## config.mk

```make
export PLATFORM = sky130hd
export DESIGN_NAME = led_matrix_scanner
export DESIGN_NICKNAME = d
export VERILOG_FILES = /design/src/rtl/led_matrix_scanner.sv
export SDC_FILE = /design/constraint.sdc
export NUM_CORES = 1
export LEC_CHECK = 0
export BUFFER_PORTS_ARGS = -buffer_cell sky130_fd_sc_hd__clkbuf_2
export CORE_ASPECT_RATIO = 0.75
export CORE_MARGIN = 5
export CORE_UTILIZATION = 40
export CTS_BUF_LIST = sky130_fd_sc_hd__clkbuf_16
export DETAILED_ROUTE_END_ITERATION = 12
export PLACE_DENSITY = 0.66
export RECOVER_POWER = 100
export SKIP_CTS_REPAIR_TIMING = 1
export SLEW_MARGIN = 5
export SYNTH_ARGS = -nofsm -noshare
export SYNTH_HDL_FRONTEND = slang
export SYNTH_SLANG_ARGS = --single-unit
```

## constraint.sdc

```tcl
create_clock -name clk -period 2.8 [get_ports clk]
set_input_delay 0.84 -clock clk [delete_from_list [all_inputs] [get_ports clk]]
set_output_delay 0.84 -clock clk [all_outputs]
set_load 0.02 [all_outputs]
```

## src/rtl/led_matrix_scanner.sv

```systemverilog
// Row-multiplexed LED matrix driver with a double-buffered frame store.
// Rows are lit one at a time for DWELL cycles, separated by BLANK all-off cycles.
module led_matrix_scanner #(
   parameter int ROWS            = 5,
   parameter int COLS            = 7,
   parameter int DWELL           = 1000,
   parameter int BLANK           = 16,
   parameter bit ROW_ACTIVE_HIGH = 1'b1,
   parameter bit COL_ACTIVE_HIGH = 1'b1,
   localparam int RW = ($clog2(ROWS) > 1) ? $clog2(ROWS) : 1
) (
   input  logic            clk,
   input  logic            rst_n,
   input  logic            enable,
   input  logic            wr_en,
   input  logic [RW-1:0]   wr_row,
   input  logic [COLS-1:0] wr_data,
   input  logic            swap,
   output logic [ROWS-1:0] row,
   output logic [COLS-1:0] col,
   output logic            frame_start,
   output logic            swap_done
);

   localparam int MAXC = (DWELL > BLANK) ? DWELL : BLANK;
   localparam int CW   = $clog2(MAXC + 1);

   typedef enum logic [1:0] {ST_IDLE, ST_BLANK, ST_ON} state_t;

   state_t          state, next_state;
   logic [RW-1:0]   r, next_r;
   logic [CW-1:0]   cnt, next_cnt;
   logic            bank, next_bank;
   logic            swap_pend;
   logic            boundary, do_swap, wr_ok, lit;
   logic [ROWS-1:0] row_d;
   logic [COLS-1:0] col_d, front_row;
   logic            frame_d;
   logic [COLS-1:0] mem [2][ROWS];

   assign wr_ok = wr_en && (int'(wr_row) < ROWS);

   always_comb begin
      next_state = state;
      next_r     = r;
      next_cnt   = cnt;
      boundary   = 1'b0;
      if (!enable) begin
         next_state = ST_IDLE;
         next_r     = '0;
         next_cnt   = '0;
      end else begin
         case (state)
            ST_IDLE: begin
               next_r   = '0;
               next_cnt = '0;
               if (BLANK > 0) next_state = ST_BLANK;
               else           next_state = ST_ON;
            end
            ST_BLANK: begin
               if (cnt == CW'(BLANK - 1)) begin
                  next_state = ST_ON;
                  next_cnt   = '0;
               end else begin
                  next_cnt = cnt + 1'b1;
               end
            end
            ST_ON: begin
               if (cnt == CW'(DWELL - 1)) begin
                  next_cnt = '0;
                  if (BLANK > 0) next_state = ST_BLANK;
                  else           next_state = ST_ON;
                  if (r == RW'(ROWS - 1)) begin
                     next_r   = '0;
                     boundary = 1'b1;
                  end else begin
                     next_r = r + 1'b1;
                  end
               end else begin
                  next_cnt = cnt + 1'b1;
               end
            end
            default: begin
               next_state = ST_IDLE;
               next_r     = '0;
               next_cnt   = '0;
            end
         endcase
      end
   end

   // A write landing on the bank that becomes FRONT at this very edge must be
   // forwarded, otherwise the first lit cycle would show the stale pattern.
   always_comb begin
      do_swap   = boundary && (swap_pend || swap);
      next_bank = bank ^ do_swap;
      front_row = mem[next_bank][next_r];
      if (wr_ok && (wr_row == next_r) && (next_bank != bank))
         front_row = wr_data;
      lit     = (next_state == ST_ON);
      row_d   = lit ? (ROWS'(1) << next_r) : '0;
      col_d   = lit ? front_row : '0;
      frame_d = lit && (next_r == '0) && !((state == ST_ON) && (r == '0));
   end

   always_ff @(posedge clk) begin
      if (!rst_n) begin
         state       <= ST_IDLE;
         r           <= '0;
         cnt         <= '0;
         bank        <= 1'b0;
         swap_pend   <= 1'b0;
         row         <= {ROWS{~ROW_ACTIVE_HIGH}};
         col         <= {COLS{~COL_ACTIVE_HIGH}};
         frame_start <= 1'b0;
         swap_done   <= 1'b0;
      end else begin
         state       <= next_state;
         r           <= next_r;
         cnt         <= next_cnt;
         bank        <= next_bank;
         swap_pend   <= do_swap ? 1'b0 : (swap_pend | swap);
         row         <= row_d ^ {ROWS{~ROW_ACTIVE_HIGH}};
         col         <= col_d ^ {COLS{~COL_ACTIVE_HIGH}};
         frame_start <= frame_d;
         swap_done   <= do_swap;
      end
   end

   // Writes always target the bank not currently displayed.
   always_ff @(posedge clk) begin
      if (!rst_n) begin
         for (int b = 0; b < 2; b++)
            for (int i = 0; i < ROWS; i++)
               mem[b][i] <= '0;
      end else if (wr_ok) begin
         mem[~bank][wr_row] <= wr_data;
      end
   end

endmodule

```

# Yosys cells after proc, flatten, opt, wreduce, memory -nomap -nowiden
# Memories as Yosys holds them, arrays and structs flattened.
# Index checks and enable logic that the tools add are counted.
# word_totals
register_bits	31
ramBits	70
in_bits	15
output_inout_bits	14
wordCells	76
mem_count	1
# mem_list
name	depth	width	rd	rd_ports_with_merged_regs	wr	line_no	source
mem	2	35	1	0	2	39	logic [COLS-1:0] mem [2][ROWS];
# op_classes
addsub	2
order_cmp	4
eq_ne	8
shifts	1
mux	28
bitwise	6
reduce_logical	17
# op_table
cell	count
35-bit two-way mux	3
35-bit OR reduction	1
7-bit two-way mux	4
7-bit binary-select mux with 3-bit select	1
7-bit demux with 3-bit select	1
10-bit two-way mux	2
10-bit one-hot mux with 2 select lines	1
10-bit by 1-bit adder with 10-bit output (second input constant)	1
10-bit == test (second input constant)	1
10-bit by 4-bit == test with 1-bit output (second input constant)	1
3-bit two-way mux	3
4-bit greater-or-equal comparator (second input constant)	2
1-bit logical AND	8
1-bit two-way mux	8
3-bit NOT with 4-bit output	2
3-bit zero test	2
2-bit two-way mux	3
2-bit one-hot mux with 3 select lines	1
3-bit one-hot mux with 2 select lines	1
1-bit by 3-bit left shift with 5-bit output (first input constant)	1
2-bit == test (second input constant)	2
4-bit by 1-bit < comparator with 1-bit output (second input constant)	1
2-bit AND reduction	2
3-bit by 1-bit adder with 3-bit output (second input constant)	1
12 further kinds	13

# Longest topological paths before layout
# An unclocked memory read counts as a cell.
# logic_depth
word_depth	12
mapped_depth	11
depth_no_buf	9

# Worst setup path before layout
# OpenSTA, ideal clock, no wires.
# synth_path
path_type	in2reg
startpoint	input wr_row[0]
endpoint	memory mem[0][10] (netlist bit) (enable)
setup_ns	0.328
t_arrival_ns	2.447
required_time_ns	2.472
path_slack_ns	0.024
cell_stages	6
n_path_buf	1
path_cell_list	clkbuf_1 > or2_2 > a21oi_1 > nand2_1 > nor3_1 > nand2b_1
# synth_rtl
element	line_no	source
from (decl)	16	input logic [RW-1:0] wr_row,
to (decl)	39	

# Worst setup path after layout
# layout_path
startpoint	register state[0]
endpoint	register col[4]
# layout_between
elab_chain_len	10
word_cells_on_any_way	25
classes_between	5 x eq/ne; 12 x mux; 2 x bitwise; 5 x reduce/logical; 1 x memory
# layout_rtl
element	line_no	source
from (decl)	30	state_t state, next_state;
from (signal assigned)	118	state <= next_state;
2-bit == test	53	case (state)
1-bit two-way mux	53	
1-bit two-way mux	48	if (!enable) begin
1-bit logical AND	95	do_swap = boundary && (swap_pend || swap);
1-bit XOR	96	next_bank = bank ^ do_swap;
memory 2 x 35 bit	n/a	
7-bit binary-select mux with 3-bit select	97	front_row = mem[next_bank][next_r];
7-bit two-way mux (not written as such) (2 in series)	97	
7-bit two-way mux	98	if (wr_ok && (wr_row == next_r) && (next_bank != bank))
to (signal assigned)	114	col <= {COLS{~COL_ACTIVE_HIGH}};
to (signal assigned)	124	col <= col_d ^ {COLS{~COL_ACTIVE_HIGH}};
to (decl)	20	output logic [COLS-1:0] col,
# Parallel ways exist; a longest one is shown, timed or not. The select of a mux whose other input is x is not followed.
# A chain may end at the register's enable or synchronous reset.

==> run metrics <==
Post-DRT Antenna Nets 0; global-route wire length before repair 18100 um; DRT iter0 DRCs 346; Distinct cells, synth 52; hold-critical path depth 1; min Tclk post-route 2.60 ns; largest family of logic cells by synthesized area simple AND/OR/NAND/NOR gates; EDFF count, synth 70; Setup crit start state[0]; crit path kind reg2reg; largest net degree at the start of global routing 22; I/O Pins 29; total gr overflow 0; via count 3208; die height 104 um; Detail Route met2 WL 4530 um; Core Footprint 11500 um2; Post-Syn Nets 414; biggest cell delay along the critical path 0.41 ns; Sink Count 101; Buf+Inv Stages, Crit Path 2; num rows 34; WL final 11200 um; Final Wtd Congestion 0.930; crit-path cells inv_1, ha_1, buf_4, nand2_1, o32ai_1, o31a_1, xnor2_1, and4_1, nor2_1, o22ai_1; Mapped Cells 392; leakage power 2.11 nW; most common cell after layout, fill and taps aside edfxtp_1; TritonCTS clock tree done; area grow syn2layout 16.7%; worst hold start cnt[0]; fin crit share 93.0%; Hold Path Sink cnt[0]; clock buffer count from CTS 9; worst r2r dst col[4]; post-synthesis compound-gate area fraction 7.11%; Slowest-stage cell, CP and4_1; Final HPWL DP 8260 um; Worst setup EP type flop; Req. time, crit path 3.08 ns; Highest Clock Rate 384 MHz; clk_skew 0.00620 ns; Min Hold Slack 0.445 ns; M1 WL 5800 um; Worst VDD drop 0.000333 V; RSZ-0062 raised after global routing false; Post-route DRC 0; Max-Cap Viols 0; worst hold path class reg2reg; status finished clean; Final Hold Fails 0; register-to-register setup slack 0.20 ns; Ant. Diodes 0; Synth warnings 0; Final Setup Violations 0; Gate power share 4.0%; Setup TNS Final 0 ns; layout cell share with drive strength beyond 1 11.7%; sw frac 21.8%; Met3 Wirelength 677 um; ys async rst share 0%; Seq/Total Area, Yosys 58.0%; DRT Pass-1 Iters 5; Reg power frac 52.7%; Worst R2R Path Depth 10; Root Buffer clkbuf_16; CP Launch Type flop; Slew headroom 58.0%; Synth Area in XOR/XNOR 2.03%; Die ar. 14000 um2; vias in the first global route 3131; Vias/cell 5.21; Clk pwr share 43.2%; final net count 471; clock buffer depth 2; synthesized-area fraction occupied by adder cells 1.87%; Sw Pwr 698 uW; overall power 3.20 mW; clock transition at the registers of the reported paths 0.07 ns; Synth Area in Simple Gates 18.7%; count of final max-slew check failures 0; most frequent cells in the layout edfxtp_1 (70), mux2i_1 (49), and2_0 (34), nor2_1 (34), clkbuf_1 (32); Placed Cells incl. Taps 599; Top FF cell, synth edfxtp_1; multiplexer share of the synthesized area 10.4%; CTS H-tree depth 3; non-filler cells, final 616; Die Wd 135 um; Synth Register Bits 101; drt wl/cell 18.1 um; initial antenna violation count 0; Worst Tran Pin Value 0.630 ns; internal cell power 2.50 mW; DR top layer met4; Avg Inst Size Synth 12.0 um2; PortBufs 28; Pwr Density 584 nW/um2; delay-heaviest family, CP compound AO/OA/AOI/OAI gates; WP data arrival 2.88 ns; beginning of the worst register-to-register path state[0]; initial core utilization 40.7%; later-pin clock latency in the skew report 0.35 ns; crit-path max FO 8; All-Layer GR Usage 16.6%; Post-Syn Area 4700 um2
[cells by family after synthesis]
kind of cell / Yosys count
fa+ha+maj: 7
simple gates: 156
flops: 101
buf+inv: 20
compound gates: 49
mux: 49
xor+xnor: 10
[metal layers]
metal,track usage [%],vias to the layer above
li1,-,1534
met1,27.2,1546
met2,21.6,114
met3,3.49,14
met4,4.96,0
met5,0,-
[area by class of cell]
| class | instances | area, um2 |
|---|---|---|
| multi-input cells | 271 | 1900 |
| clock inverters | 7 | 105 |
| repair buffers | 59 | 300 |
| flip-flops and latches | 101 | 2720 |
| clock buffers | 9 | 225 |
| well taps | 162 | 203 |
| fillers | 1046 | 6050 |
| inverters | 7 | 26.3 |
[worst reg2reg max path: cells and delay by family, from the launching register on]
kind / cells / cell delay [ns]
flip-flops: 1 / 0.35
buffers and inverters: 2 / 0.33
XOR/XNOR: 1 / 0.12
adder cells (fa/ha/maj): 1 / 0.32
AO/OA/AOI/OAI: 3 / 0.80
AND/OR/NAND/NOR: 3 / 0.63
[Yosys cell counts, drive strengths merged (2+ instances only)]
cell,instances,share of area [%]
nor2,35,2.9
ha,7,1.9
o211ai,3,0.48
xor2,3,0.56
a21oi,12,1.3
nand4,2,0.27
o22ai,12,1.6
nand2b,8,1.1
buf,5,0.67
or2,2,0.27
o21ai,7,0.75
inv,7,0.56
nand3,8,1.1
nor2b,4,0.53
nor4,3,0.72
clkbuf,8,0.67
edfxtp,70,45
xnor2,7,1.5
a31o,2,0.37
dfxtp,31,13
nor3,9,0.96
and2,57,7.6
and3,5,0.67
nand2,17,1.4
mux2i,49,10
[how the worst max path moves through the flow]
stage / slack [ns] / cells after the start / to
after floorplan: 0.02 / 6 / mem[0][10]
after global placement: 0.09 / 9 / col[6]
after detailed placement: 0.03 / 9 / col[1]
after CTS: 0.19 / 10 / col[1]
after global routing: 0.01 / 11 / col[1]
final: 0.20 / 10 / col[4]
[power groups by stage]
stage	Sequential (mW)	Combinational (mW)	Clock [mW]
after floorplan	1.71	0.0714	0
final	1.69	0.129	1.38
after CTS	1.69	0.134	1.39
after global placement	1.72	0.130	0
after global routing	1.69	0.144	1.48
after detailed placement	1.72	0.133	0
[flip-flops by register name, summed over array words and instances (netlist names)]
register     count
swap_pend        1
mem             70
row              5
frame_start      1
r                3
col              7
swap_done        1
cnt             10
bank             1
state            2
[per-stage QoR]
| stage | cell area [um2] | util, % | setup WS [ns] |
|---|---|---|---|
| after floorplan | 4700 | - | 0.0243 |
| after global placement | 5230 | 45.3 | 0.0909 |
| after detailed placement | 5230 | 45.3 | 0.0257 |
| after CTS | 5560 | 48.2 | 0.194 |
| after global routing | 5480 | 47.5 | 0.0131 |
| final | 5480 | 47.5 | 0.196 |
Note: power is estimated with default switching activity, not from simulation.
